[src/rtl/seven_seg_pkg.sv]
// seven_seg_pkg
//   Shared constants for the 7-segment register front-end: write-port address map and the
//   reset values of the mask and mode registers, plus small field helpers.
//   Used by seven_seg_ctrl (import seven_seg_pkg::*).
package seven_seg_pkg;

  // Write-port address map
  localparam logic [1:0] ADDR_NUM  = 2'd0;  // display word (staged to frame end)
  localparam logic [1:0] ADDR_MASK = 2'd1;  // {pointing, blinking}
  localparam logic [1:0] ADDR_MODE = 2'd2;  // mode bits [2:0]
  localparam logic [1:0] ADDR_RSVD = 2'd3;  // reserved, writes ignored

  // Register reset values
  localparam logic [3:0] POINT_RST = 4'hF;  // all dots off (active-low segments)
  localparam logic [3:0] BLINK_RST = 4'h0;
  localparam logic [2:0] MODE_RST  = 3'b001; // hex mode, lower half-word, auto-swap off

  typedef logic [31:0] disp_word_t;

  // Mode register fields
  localparam int unsigned ModeHexBit  = 0;
  localparam int unsigned ModeBankBit = 1;
  localparam int unsigned ModeAutoBit = 2;

  // Dot mask lives in the upper nibble of the mask write, blink mask in the lower one.
  function automatic logic [3:0] mask_point(input logic [7:0] data);
    return data[7:4];
  endfunction

  function automatic logic [3:0] mask_blink(input logic [7:0] data);
    return data[3:0];
  endfunction

endpackage

[src/rtl/seg_prescaler.sv]
// seg_prescaler
//   Free-running (FLASH_DIV+1)-bit counter that times the digit scan and the blink clock.
//   Ports:
//     clk_i         system clock
//     rst_i         asynchronous reset, active-high (counter to 0)
//     scan_o        current digit index, cnt[SCAN_DIV+1:SCAN_DIV]
//     flash_clk_o   blink clock, cnt[FLASH_DIV]
//     fe_o          frame-end strobe: cnt[SCAN_DIV+1:0] all ones (next cycle shows digit 0)
//     flash_rise_o  high in the cycle before flash_clk_o goes 0 -> 1
module seg_prescaler #(
  parameter int unsigned SCAN_DIV  = 17,
  parameter int unsigned FLASH_DIV = 24
) (
  input  logic       clk_i,
  input  logic       rst_i,
  output logic [1:0] scan_o,
  output logic       flash_clk_o,
  output logic       fe_o,
  output logic       flash_rise_o
);

  localparam int unsigned CntW = FLASH_DIV + 1;

  logic [CntW-1:0] cnt_q, cnt_d;

  // Wraps naturally at the top; no terminal-count handling needed.
  always_comb begin
    cnt_d = cnt_q + CntW'(1);
  end

  always_ff @(posedge clk_i or posedge rst_i) begin
    if (rst_i) begin
      cnt_q <= '0;
    end else begin
      cnt_q <= cnt_d;
    end
  end

  always_comb begin
    scan_o       = cnt_q[SCAN_DIV+1:SCAN_DIV];
    flash_clk_o  = cnt_q[FLASH_DIV];
    fe_o         = &cnt_q[SCAN_DIV+1:0];
    // Strobe is asserted pre-edge so consumers act on the same edge flash_clk rises.
    flash_rise_o = ~cnt_q[FLASH_DIV] & (&cnt_q[FLASH_DIV-1:0]);
  end

endmodule

[src/rtl/seven_seg_ctrl.sv]
// seven_seg_ctrl
//   Register/timing front-end for the 7-segment display driver. Holds the display word,
//   dot/blink masks and mode bits written over a simple write port, and provides the digit
//   scan index and blink clock. Display-word writes are staged and committed only at a scan
//   frame boundary so the driver never shows a half-updated word.
//   Optional feature: define SEG_BANK_AUTO_EN to enable automatic half-word bank swapping
//   every AUTO_PERIOD blink-clock rising edges while mode bit2 is set.
//   Ports:
//     clk        system clock
//     rst        asynchronous reset, active-high
//     wr_en      write strobe
//     wr_addr    0 display word, 1 {pointing,blinking}, 2 mode[2:0], 3 reserved
//     wr_data    write data
//     wr_ack     one-cycle pulse the cycle after each accepted write
//     disp_num   committed display word
//     pointing   dot mask per digit, 1 = dot off
//     blinking   blink mask per digit, 1 = blinks with flash_clk
//     mode       [0] hex-digit mode, [1] upper half-word select
//     Scanning   current digit index 0..3
//     flash_clk  blink clock, 50% duty
module seven_seg_ctrl
  import seven_seg_pkg::*;
#(
  parameter int unsigned SCAN_DIV    = 17,
  parameter int unsigned FLASH_DIV   = 24,
  parameter int unsigned AUTO_PERIOD = 4
) (
  input  logic        clk,
  input  logic        rst,
  input  logic        wr_en,
  input  logic [1:0]  wr_addr,
  input  logic [31:0] wr_data,
  output logic        wr_ack,
  output logic [31:0] disp_num,
  output logic [3:0]  pointing,
  output logic [3:0]  blinking,
  output logic [1:0]  mode,
  output logic [1:0]  Scanning,
  output logic        flash_clk
);

  logic fe;
  logic flash_rise;

  seg_prescaler #(
    .SCAN_DIV  (SCAN_DIV),
    .FLASH_DIV (FLASH_DIV)
  ) u_prescaler (
    .clk_i        (clk),
    .rst_i        (rst),
    .scan_o       (Scanning),
    .flash_clk_o  (flash_clk),
    .fe_o         (fe),
    .flash_rise_o (flash_rise)
  );

  disp_word_t disp_q,   disp_d;
  disp_word_t shadow_q, shadow_d;
  logic       pending_q, pending_d;
  logic [3:0] point_q,  point_d;
  logic [3:0] blink_q,  blink_d;
  logic [2:0] mode_q,   mode_d;
  logic       ack_q;

  logic mode_wr;
  assign mode_wr = wr_en && (wr_addr == ADDR_MODE);

`ifdef SEG_BANK_AUTO_EN
  localparam logic [3:0] AutoLast = 4'(AUTO_PERIOD - 1);

  logic [3:0] auto_q, auto_d;
`else
  // Bit2 is stored for software readback compatibility but drives nothing here.
  logic unused_auto;
  assign unused_auto = flash_rise ^ mode_q[ModeAutoBit];
`endif

  always_comb begin
    disp_d    = disp_q;
    shadow_d  = shadow_q;
    pending_d = pending_q;
    point_d   = point_q;
    blink_d   = blink_q;
    mode_d    = mode_q;

    // Commit a staged word at frame end; a write in this same cycle overrides below.
    if (fe && pending_q) begin
      disp_d    = shadow_q;
      pending_d = 1'b0;
    end

    if (wr_en) begin
      unique case (wr_addr)
        ADDR_NUM: begin
          if (fe) begin
            // Frame-end bypass: newest data wins and nothing is left pending.
            disp_d    = wr_data;
            pending_d = 1'b0;
          end else begin
            shadow_d  = wr_data;
            pending_d = 1'b1;
          end
        end
        ADDR_MASK: begin
          point_d = mask_point(wr_data[7:0]);
          blink_d = mask_blink(wr_data[7:0]);
        end
        ADDR_MODE: begin
          mode_d = wr_data[2:0];
        end
        ADDR_RSVD: begin
        end
        default: begin
        end
      endcase
    end

`ifdef SEG_BANK_AUTO_EN
    auto_d = auto_q;
    if (mode_wr) begin
      auto_d = '0;
    end else if (mode_q[ModeAutoBit] && flash_rise) begin
      if (auto_q == AutoLast) begin
        auto_d              = '0;
        mode_d[ModeBankBit] = ~mode_q[ModeBankBit];
      end else begin
        auto_d = auto_q + 4'd1;
      end
    end
`endif
  end

  always_ff @(posedge clk or posedge rst) begin
    if (rst) begin
      disp_q    <= '0;
      shadow_q  <= '0;
      pending_q <= 1'b0;
      point_q   <= POINT_RST;
      blink_q   <= BLINK_RST;
      mode_q    <= MODE_RST;
      ack_q     <= 1'b0;
    end else begin
      disp_q    <= disp_d;
      shadow_q  <= shadow_d;
      pending_q <= pending_d;
      point_q   <= point_d;
      blink_q   <= blink_d;
      mode_q    <= mode_d;
      ack_q     <= wr_en;
    end
  end

`ifdef SEG_BANK_AUTO_EN
  always_ff @(posedge clk or posedge rst) begin
    if (rst) begin
      auto_q <= '0;
    end else begin
      auto_q <= auto_d;
    end
  end
`else
  logic unused_mode_wr;
  assign unused_mode_wr = mode_wr;
`endif

  assign wr_ack   = ack_q;
  assign disp_num = disp_q;
  assign pointing = point_q;
  assign blinking = blink_q;
  assign mode     = mode_q[1:0];

endmodule
[config.mk]
export PLATFORM = sky130hd
export DESIGN_NAME = seven_seg_ctrl
export DESIGN_NICKNAME = d
export VERILOG_FILES = /design/src/rtl/seven_seg_pkg.sv /design/src/rtl/seg_prescaler.sv /design/src/rtl/seven_seg_ctrl.sv
export SDC_FILE = /design/constraint.sdc
export NUM_CORES = 1
export LEC_CHECK = 0
export ABC_AREA = 1
export CAP_MARGIN = 25
export CORE_MARGIN = 2
export CORE_UTILIZATION = 40
export DETAILED_ROUTE_END_ITERATION = 8
export GPL_ROUTABILITY_DRIVEN = 0
export GPL_TIMING_DRIVEN = 0
export PLACE_DENSITY = 0.64
export SYNTH_ARGS = -nofsm -noshare
export SYNTH_HDL_FRONTEND = slang
export SYNTH_SLANG_ARGS = --single-unit
export TNS_END_PERCENT = 20
[constraint.sdc]
create_clock -name clk -period 4.3 [get_ports clk]
set_clock_uncertainty 0.2 [all_clocks]
set_input_delay 0.86 -clock clk [delete_from_list [all_inputs] [get_ports clk]]
set_output_delay 0.86 -clock clk [all_outputs]
set_load 0.05 [all_outputs]
== Word-level counts from Yosys, hierarchy flattened ==
Cells that the tools add are included.
Word-level totals
  bits in registers: 101
  bits of input ports: 37
  output and inout bits: 46
  word-level logic and storage cells: 26
Cells by class
  $add $sub $neg: 1
  eq/ne operators: 2
  multiplexer cells: 8
  bitwise logic cells: 1
  reductions and logical operators: 6
Operators by type and width (count)
  $mux W32: 4
  $add A25 B1 Y25 const B: 1
  $reduce_and A19 Y1: 1
  $mux W1: 4
  $reduce_and A2 Y1: 2
  $reduce_and A3 Y1: 1
  $eq A2 B1 Y1 const B: 1
  $eq A2 B2 Y1 const B: 1
  $logic_not A2 Y1: 1
  $logic_and A1 B1 Y1: 1
  $not A1 Y1: 1

== Depth between registers and ports, before layout ==
Gate-level depths: netlist (run 1).
  depth in word-level cells: 6
  mapped depth: 10
  gate-level depth less buffers: 9

== By module ==
A second synthesis (run 1) with hierarchy kept.
Second synthesis, totals
  cells, all modules: 606
  area, all modules: 4862.2 um^2
By module, submodules not included
  seven_seg_ctrl: instances 1, cells an instance 444, area an instance 3517.1 um^2, sequential area each 1908.1 um^2
  seg_prescaler: instances 1, cells an instance 162, area an instance 1345.0 um^2, sequential area each 625.6 um^2

== Least setup slack after synthesis (run 1) ==
OpenSTA, ideal clock, no wires.
  kind: input to register
  from: input port wr_addr[1]
  to: register disp_q[30], in the netlist disp_num[30]
  library setup time: 0.117 ns
  arrival: 1.790 ns
  data required time: 3.983 ns
  setup slack: 2.193 ns
  cell stages on the path: 8
  buffers on the path: 2
  cells stage by stage: inv_1 nand2_1 nor2_1 buf_2 buf_1 nand3_1 nand3_1 nand2_1
On the way
  word-level cells in the longest chain between the ends: 3
RTL lines
  start: declaration: RTL line seven_seg_ctrl.sv:31  | input logic [1:0] wr_addr,
  $logic_not A2 Y1: RTL line seven_seg_ctrl.sv:93  | unique case (wr_addr)
  $mux W32: RTL line seven_seg_ctrl.sv:93
  $mux W32: RTL line seven_seg_ctrl.sv:92  | if (wr_en) begin
  named net disp_d[30]: RTL line seven_seg_ctrl.sv:57  | disp_word_t disp_q, disp_d;
  end signal: assignment: RTL line seven_seg_ctrl.sv:143  | disp_q <= disp_d;
  end: declaration: RTL line seven_seg_ctrl.sv:57
The timed path passes the listed nets, and every way through them passes these cells.
A chain may end at the register's enable or synchronous reset.

== Final worst setup path (run 1) ==
  from: register point_q[2], in the netlist pointing[2]
  to: output port pointing[2]
RTL lines
  start: declaration: RTL line seven_seg_ctrl.sv:60  | logic [3:0] point_q, point_d;
  start signal: assignment: RTL line seven_seg_ctrl.sv:146  | point_q <= point_d;
  end: declaration: RTL line seven_seg_ctrl.sv:35  | output logic [3:0] pointing,
No word-level cell between the ends.

==> out/qor.yml, run 1 <==
hold_class: "reg2reg"
clk_latency_ns: 0.35
synth_warnings: 0
ant_nets: 0
overflow: 0
max_stage_delay_ns: 0.80
worstHoldStart: "u_prescaler.cnt_q[22]"
fin_ws_ns: 1.562
ctsHoldBuffers: 0
layout_commonest_cell: "nand2_1"
std_cell_rows: 42
p_leak_uw: 0.003382
cts_max_level: 3
via_per_inst: 4.981
p_int_uw: 1586
clock_sinks: 101
tightest_slew_ns: 0.6982
holdPathStages: 1
holdPathEnd: "u_prescaler.cnt_q[22]"
synth.distinct_cells: 28
p_clk_share_pct: 39.2
n_fill_cell: 1314
grt_pass1_vias: 4914
crit_fanout: 2
cts_resized: 0
reg2regPathDepth: 9
layout_common_cells: "144 x nand2_1, 119 x inv_1, 96 x dfrtp_1"
min_period_over_period_pct: 63.66
finalSetupViolations: 0
combPwrFrac_pct: 12.3
routed_wl_um: 13830
layout.cells.non_filler: 951
port_buffers: 82
slew_viol_final: 0
rsz0062_at_grt: "false"
drt_first_iter_violations: 346
slew_headroom_pct: 53.45
root_buffer: "clkbuf_16"
yosys_register_bits: 101
vdd_drop_max_mv: 0.1676
switchingPower_uw: 564.4
pin_count: 83
reg2reg_to: "disp_num[25]"
wl_per_cell_um: 14.55
r2r_start: "u_prescaler.cnt_q[0]"
end_kind: "output pin"
grt_pass1_wl_um: 23640
setup_tns_ns: 0
worst_path_dominant_cell_family: "buffers and inverters"
critPathLaunchType: "flip-flop"
synthCells: 676
critPathBufInv: 1
place_ws_ns: 1.277
cts_tree: "built"
fmax_ghz: 0.3653
worstPathCellList: "clkdlybuf4s50_1"
critPathKind: "reg2out"
die_h_um: 119.5
initial_core_util_pct: 40.58
drc: 0
firstDrtPassIters: 5
ys_seq_area_share_pct: 47.52
critPathSlowestCell: "clkdlybuf4s50_1"
period_needed_ns: 2.738
cts_made_buffers: 9
die_area_mm2: 0.01427
swShare_pct: 26.25
antenna_found_initial: 0
cts_setup_buffers: 0
clkTransAtPathRegs_ns: 0.07
synth.avg_cell_area_um2: 7.887
grt_util_all_layers_pct: 20.70
via_count: 4737
required_ns: 3.24
hold_viol_final: 0
outcome: "completed"
layout.nets: 808
crit_arrival_ns: 1.68
pwr-share-seq_pct: 48.4
diodes: 0
dp.final_hpwl_um: 9991
powerDensity_mw_per_mm2: 320.3
grt_max_degree: 56
synthToLayoutAreaGrowth_pct: 25.91
cts_max_path_buffers: 2
core_mm2: 0.01314
r2r_setup_slack_ns: 2.21
drive_gt1_share_pct: 9.935
syn_nets: 714
die_width_um: 119.5
maxCapViolations: 0
syn_area_mm2: 0.005331
dp_cells: 935
logic make-up (layout without fill, tap and decap cells):
logic type | after synthesis | after routing | share of synthesized area [%]
flops | 101 | 101 | 47.52
simple gates | 345 | 345 | 30.98
compound gates | 43 | 43 | 4.670
buf+inv | 165 | 264 | 13.14
xor+xnor | 21 | 21 | 3.450
fa+ha+maj | 1 | 1 | 0.2346
power by group through the flow:
stage	clock network [µW]	logic (µW)	registers, µW
after floorplan	0	103	1110
after global placement	0	258	1060
after detailed placement	0	269	1060
after CTS	859	270	1040
after global routing	893	293	1050
final	844	266	1040
stage by stage:
stage	power (µW)	area (µm²)	hold slack, ns	utilization (%)
after floorplan	1215	5331	0.2430	-
after global placement	1316	6372	0.2603	48.50
after global routing	2234	6713	0.3032	51.10
final	2150	6713	0.2704	51.10
after CTS	2170	6713	0.2755	51.10
after detailed placement	1328	6402	0.2672	48.73
synth_stat cells (all sizes together):
library cell | count | area (µm²)
nand3 | 76 | 402.9
nand2 | 147 | 559.3
and3 | 1 | 6.260
dfstp | 5 | 131.4
xor2 | 16 | 140.1
clkbuf | 11 | 41.29
buf | 33 | 205.2
nor3 | 6 | 30.03
inv | 121 | 454.2
ha | 1 | 12.51
a21oi | 24 | 153.9
nor2 | 48 | 231.5
nand4 | 65 | 406.6
dfrtp | 96 | 2402
nand3b | 2 | 15.01
xnor2 | 5 | 43.79
o21ai | 19 | 95.09
worst max path at each step:
stage | depth (start not counted) | endpoint | from | slack (ns)
after floorplan | 1 | blinking[0] | rst | 0.60
after global placement | 2 | disp_num[24] | rst | -0.97
after detailed placement | 10 | disp_num[23] | wr_addr[1] | 1.28
after CTS | 2 | Scanning[0] | u_prescaler.cnt_q[17] | 1.54
after global routing | 10 | disp_num[10] | wr_addr[1] | 1.42
final | 1 | pointing[2] | pointing[2] | 1.56
state kept, by name (all words and copies together) (netlist names):
register	cells
u_prescaler.cnt_q	25
pointing	4
shadow_q	32
mode_q	2
blinking	4
disp_num	32
wr_ack	1
pending_q	1
metal layers:
layer  wire length [µm]  share of wire (%)  global-route usage (%)  vias to the layer above
met5                  0                  0                       0                        -
met4                203                1.5                   7.868                        0
met3                524                3.8                   3.544                       13
met2               6585                 48                   32.89                      114
met1               6521                 47                   28.33                     2276
li1                   -                  -                       -                     2334
cell type report:
class                           instances  area, µm²  share of cell area, %
Buffer                                 44      246.5                  3.672
Clock buffer                           10      239.0                  3.560
Clock inverter                          6      71.32                  1.062
Inverter                              121      456.7                  6.803
Multi-Input combinational cell        410       2097                  31.24
Sequential cell                       101       2534                  37.74
Tap cell                              176      220.2                  3.281
Timing Repair Buffer                   83      848.3                  12.64
Note: power is estimated with default switching activity, not from simulation.
==> run 2: changes to the inputs <==
- PLACE_DENSITY: 0.64 -> 0.67
- clock period: 4.3 -> 2.46 ns (I/O delays scaled with it)
==> out/qor.yml, run 2 (synthesized netlist as in run 1, its figures left out) <==
worstPathCellList: "clkdlybuf4s50_1"  # unchanged
crit_fanout: 2  # unchanged
grt_max_degree: 37  # was 56
placed_area_mm2: 0.006416  # was 0.006402 mm²
dp.final_hpwl_um: 10050  # was 9991 µm
dp_cells: 936  # was 935
powerDensity_mw_per_mm2: 570.5  # was 320.3 mW/mm²
n_fill_cell: 1254  # was 1314
max_stage_delay_ns: 0.81  # was 0.80 ns
maxCapViolations: 0  # unchanged
setup_tns_ns: 0  # unchanged
switchingPower_uw: 952.1  # was 564.4 µW
overflow: 0  # unchanged
period_needed_ns: 2.372
std_cell_rows: 42  # unchanged
clk_latency_ns: 0.35  # about the same
pwr-share-seq_pct: 47.3  # was 48.4%
p_clk_share_pct: 40.5  # was 39.2%
rsz0062_at_grt: "false"  # unchanged
wl_per_cell_um: 14.46  # was 14.55 µm
critPathSlowestCell: "clkdlybuf4s50_1"  # unchanged
p_int_uw: 2895  # was 1586 µW
die_width_um: 119.5  # unchanged
routed_wl_um: 13770  # was 13830 µm
worst_path_dominant_cell_family: "buffers and inverters"  # unchanged
reg2regPathDepth: 9  # unchanged
ant_nets: 0  # unchanged
cts_max_level: 3  # unchanged
cp.depth: 1  # unchanged
port_buffers: 82  # unchanged
fmax_ghz: 0.4216
design_area_mm2: 0.006744  # was 0.006713 mm²
drc: 0  # unchanged
via_count: 4761  # was 4737
layout_common_cells: "144 x nand2_1, 119 x inv_1, 96 x dfrtp_1"  # unchanged
slew_viol_final: 0  # unchanged
critPathBufInv: 1  # unchanged
layout.cells.non_filler: 952  # was 951
cts_made_buffers: 9  # unchanged
grt_util_all_layers_pct: 20.35  # was 20.70%
root_buffer: "clkbuf_16"  # unchanged
crit_end: "pointing[0]"  # was pointing[2]
reg2reg_to: "disp_num[29]"  # was disp_num[25]
synthToLayoutAreaGrowth_pct: 26.50  # was 25.91%
grt_pass1_vias: 4704  # was 4914
r2r_setup_slack_ns: 0.42  # was 2.21 ns
finalSetupViolations: 0  # unchanged
layout_commonest_cell: "nand2_1"  # unchanged
min_period_over_period_pct: 96.41
firstDrtPassIters: 5  # unchanged
tightest_slew_ns: 0.8255  # was 0.6982 ns
crit_path_start: "pointing[0]"  # was pointing[2]
core_mm2: 0.01314  # unchanged
clock_sinks: 101  # unchanged
critPathLaunchType: "flip-flop"  # unchanged
diodes: 0  # unchanged
swShare_pct: 24.75  # was 26.25%
die_h_um: 119.5  # unchanged
via_per_inst: 5.001  # was 4.981
cts_max_path_buffers: 2  # unchanged
fin_ws_ns: 0.08826  # was 1.562 ns
required_ns: 1.77  # was 3.24 ns
whs_ns: 0.2737  # was 0.2704 ns
slew_headroom_pct: 44.85  # was 53.45%
pin_count: 83  # unchanged
drive_gt1_share_pct: 10.05  # was 9.935%
end_kind: "output pin"  # unchanged
hold_viol_final: 0  # unchanged
p_leak_uw: 0.003405  # was 0.003382 µW
layout.nets: 809  # was 808
grt_pass1_wl_um: 23320  # was 23640 µm
initial_core_util_pct: 40.58  # unchanged
vdd_drop_max_mv: 0.3654  # was 0.1676 mV
die_area_mm2: 0.01427  # unchanged
clkTransAtPathRegs_ns: 0.06  # was 0.07 ns
crit_arrival_ns: 1.68  # about the same
antenna_found_initial: 0  # unchanged
hold_class: "reg2reg"  # unchanged
place_ws_ns: -0.2356  # was 1.277 ns
cts_tree: "built"  # unchanged
combPwrFrac_pct: 12.1  # was 12.3%
r2r_start: "u_prescaler.cnt_q[0]"  # unchanged
ctsHoldBuffers: 0  # unchanged
drt_first_iter_violations: 338  # was 346
critPathKind: "reg2out"  # unchanged
cts_setup_buffers: 0  # unchanged
outcome: "completed"  # unchanged
run 2: area by class of cell:
class | instances | area, µm² | area share (%)
multi-input combinational | 410 | 2097 | 31.09
sequential | 101 | 2534 | 37.57
timing repair buffer | 84 | 860.8 | 12.76
clock inverter | 4 | 70.07 | 1.039
clock buffer | 12 | 256.5 | 3.803
tap | 176 | 220.2 | 3.265
buffer | 44 | 247.7 | 3.673
inverter | 121 | 457.9 | 6.790
run 2: power groups by stage:
stage | Clock [µW] | Combinational (µW) | Sequential, µW
2_1_floorplan | 0 | 181 | 1940
3_3_place_gp | 0 | 451 | 1850
3_5_place_dp | 0 | 470 | 1850
4_1_cts | 1580 | 473 | 1820
5_1_grt | 1640 | 514 | 1830
6_report | 1560 | 466 | 1820
run 2: worst min-delay path by stage:
stage | from | endpoint | cells past startpoint
finish | u_prescaler.cnt_q[0] | u_prescaler.cnt_q[0] | 1
global placement | u_prescaler.cnt_q[0] | u_prescaler.cnt_q[0] | 1
CTS | u_prescaler.cnt_q[0] | u_prescaler.cnt_q[0] | 1
detailed placement | u_prescaler.cnt_q[24] | u_prescaler.cnt_q[24] | 1
global route | u_prescaler.cnt_q[24] | u_prescaler.cnt_q[24] | 1
floorplan | u_prescaler.cnt_q[0] | u_prescaler.cnt_q[0] | 1
run 2: worst reg2reg max path: stages, from the launching register on:
cell,delay (ns)
dfrtp_1,0.38
ha_1,0.23
nand3_2,0.15
nor2_2,0.22
nand3_4,0.14
clkbuf_1,0.28
nand3_1,0.15
nand2_1,0.06
inv_1,0.06
nand2_1,0.05
run 2: through the flow:
step,utilization (%),power (µW)
floorplan,-,2124
finish,51.33,3847
detailed placement,48.84,2321
global route,51.33,3987
global placement,48.53,2300
CTS,51.32,3875
run 2: what timing repair did:
item,CTS,global route
hold endpoints to repair,0,0
resized for setup,0,1
endpoints found under the setup margin,0,8
run 2: metal layers:
| metal | track usage, % | vias up | part of all wire (%) |
|---|---|---|---|
| li1 | - | 2333 | - |
| met1 | 28.95 | 2272 | 46 |
| met2 | 32.68 | 141 | 47 |
| met3 | 2.107 | 15 | 5.0 |
| met4 | 6.544 | 0 | 1.5 |
| met5 | 0 | - | 0 |
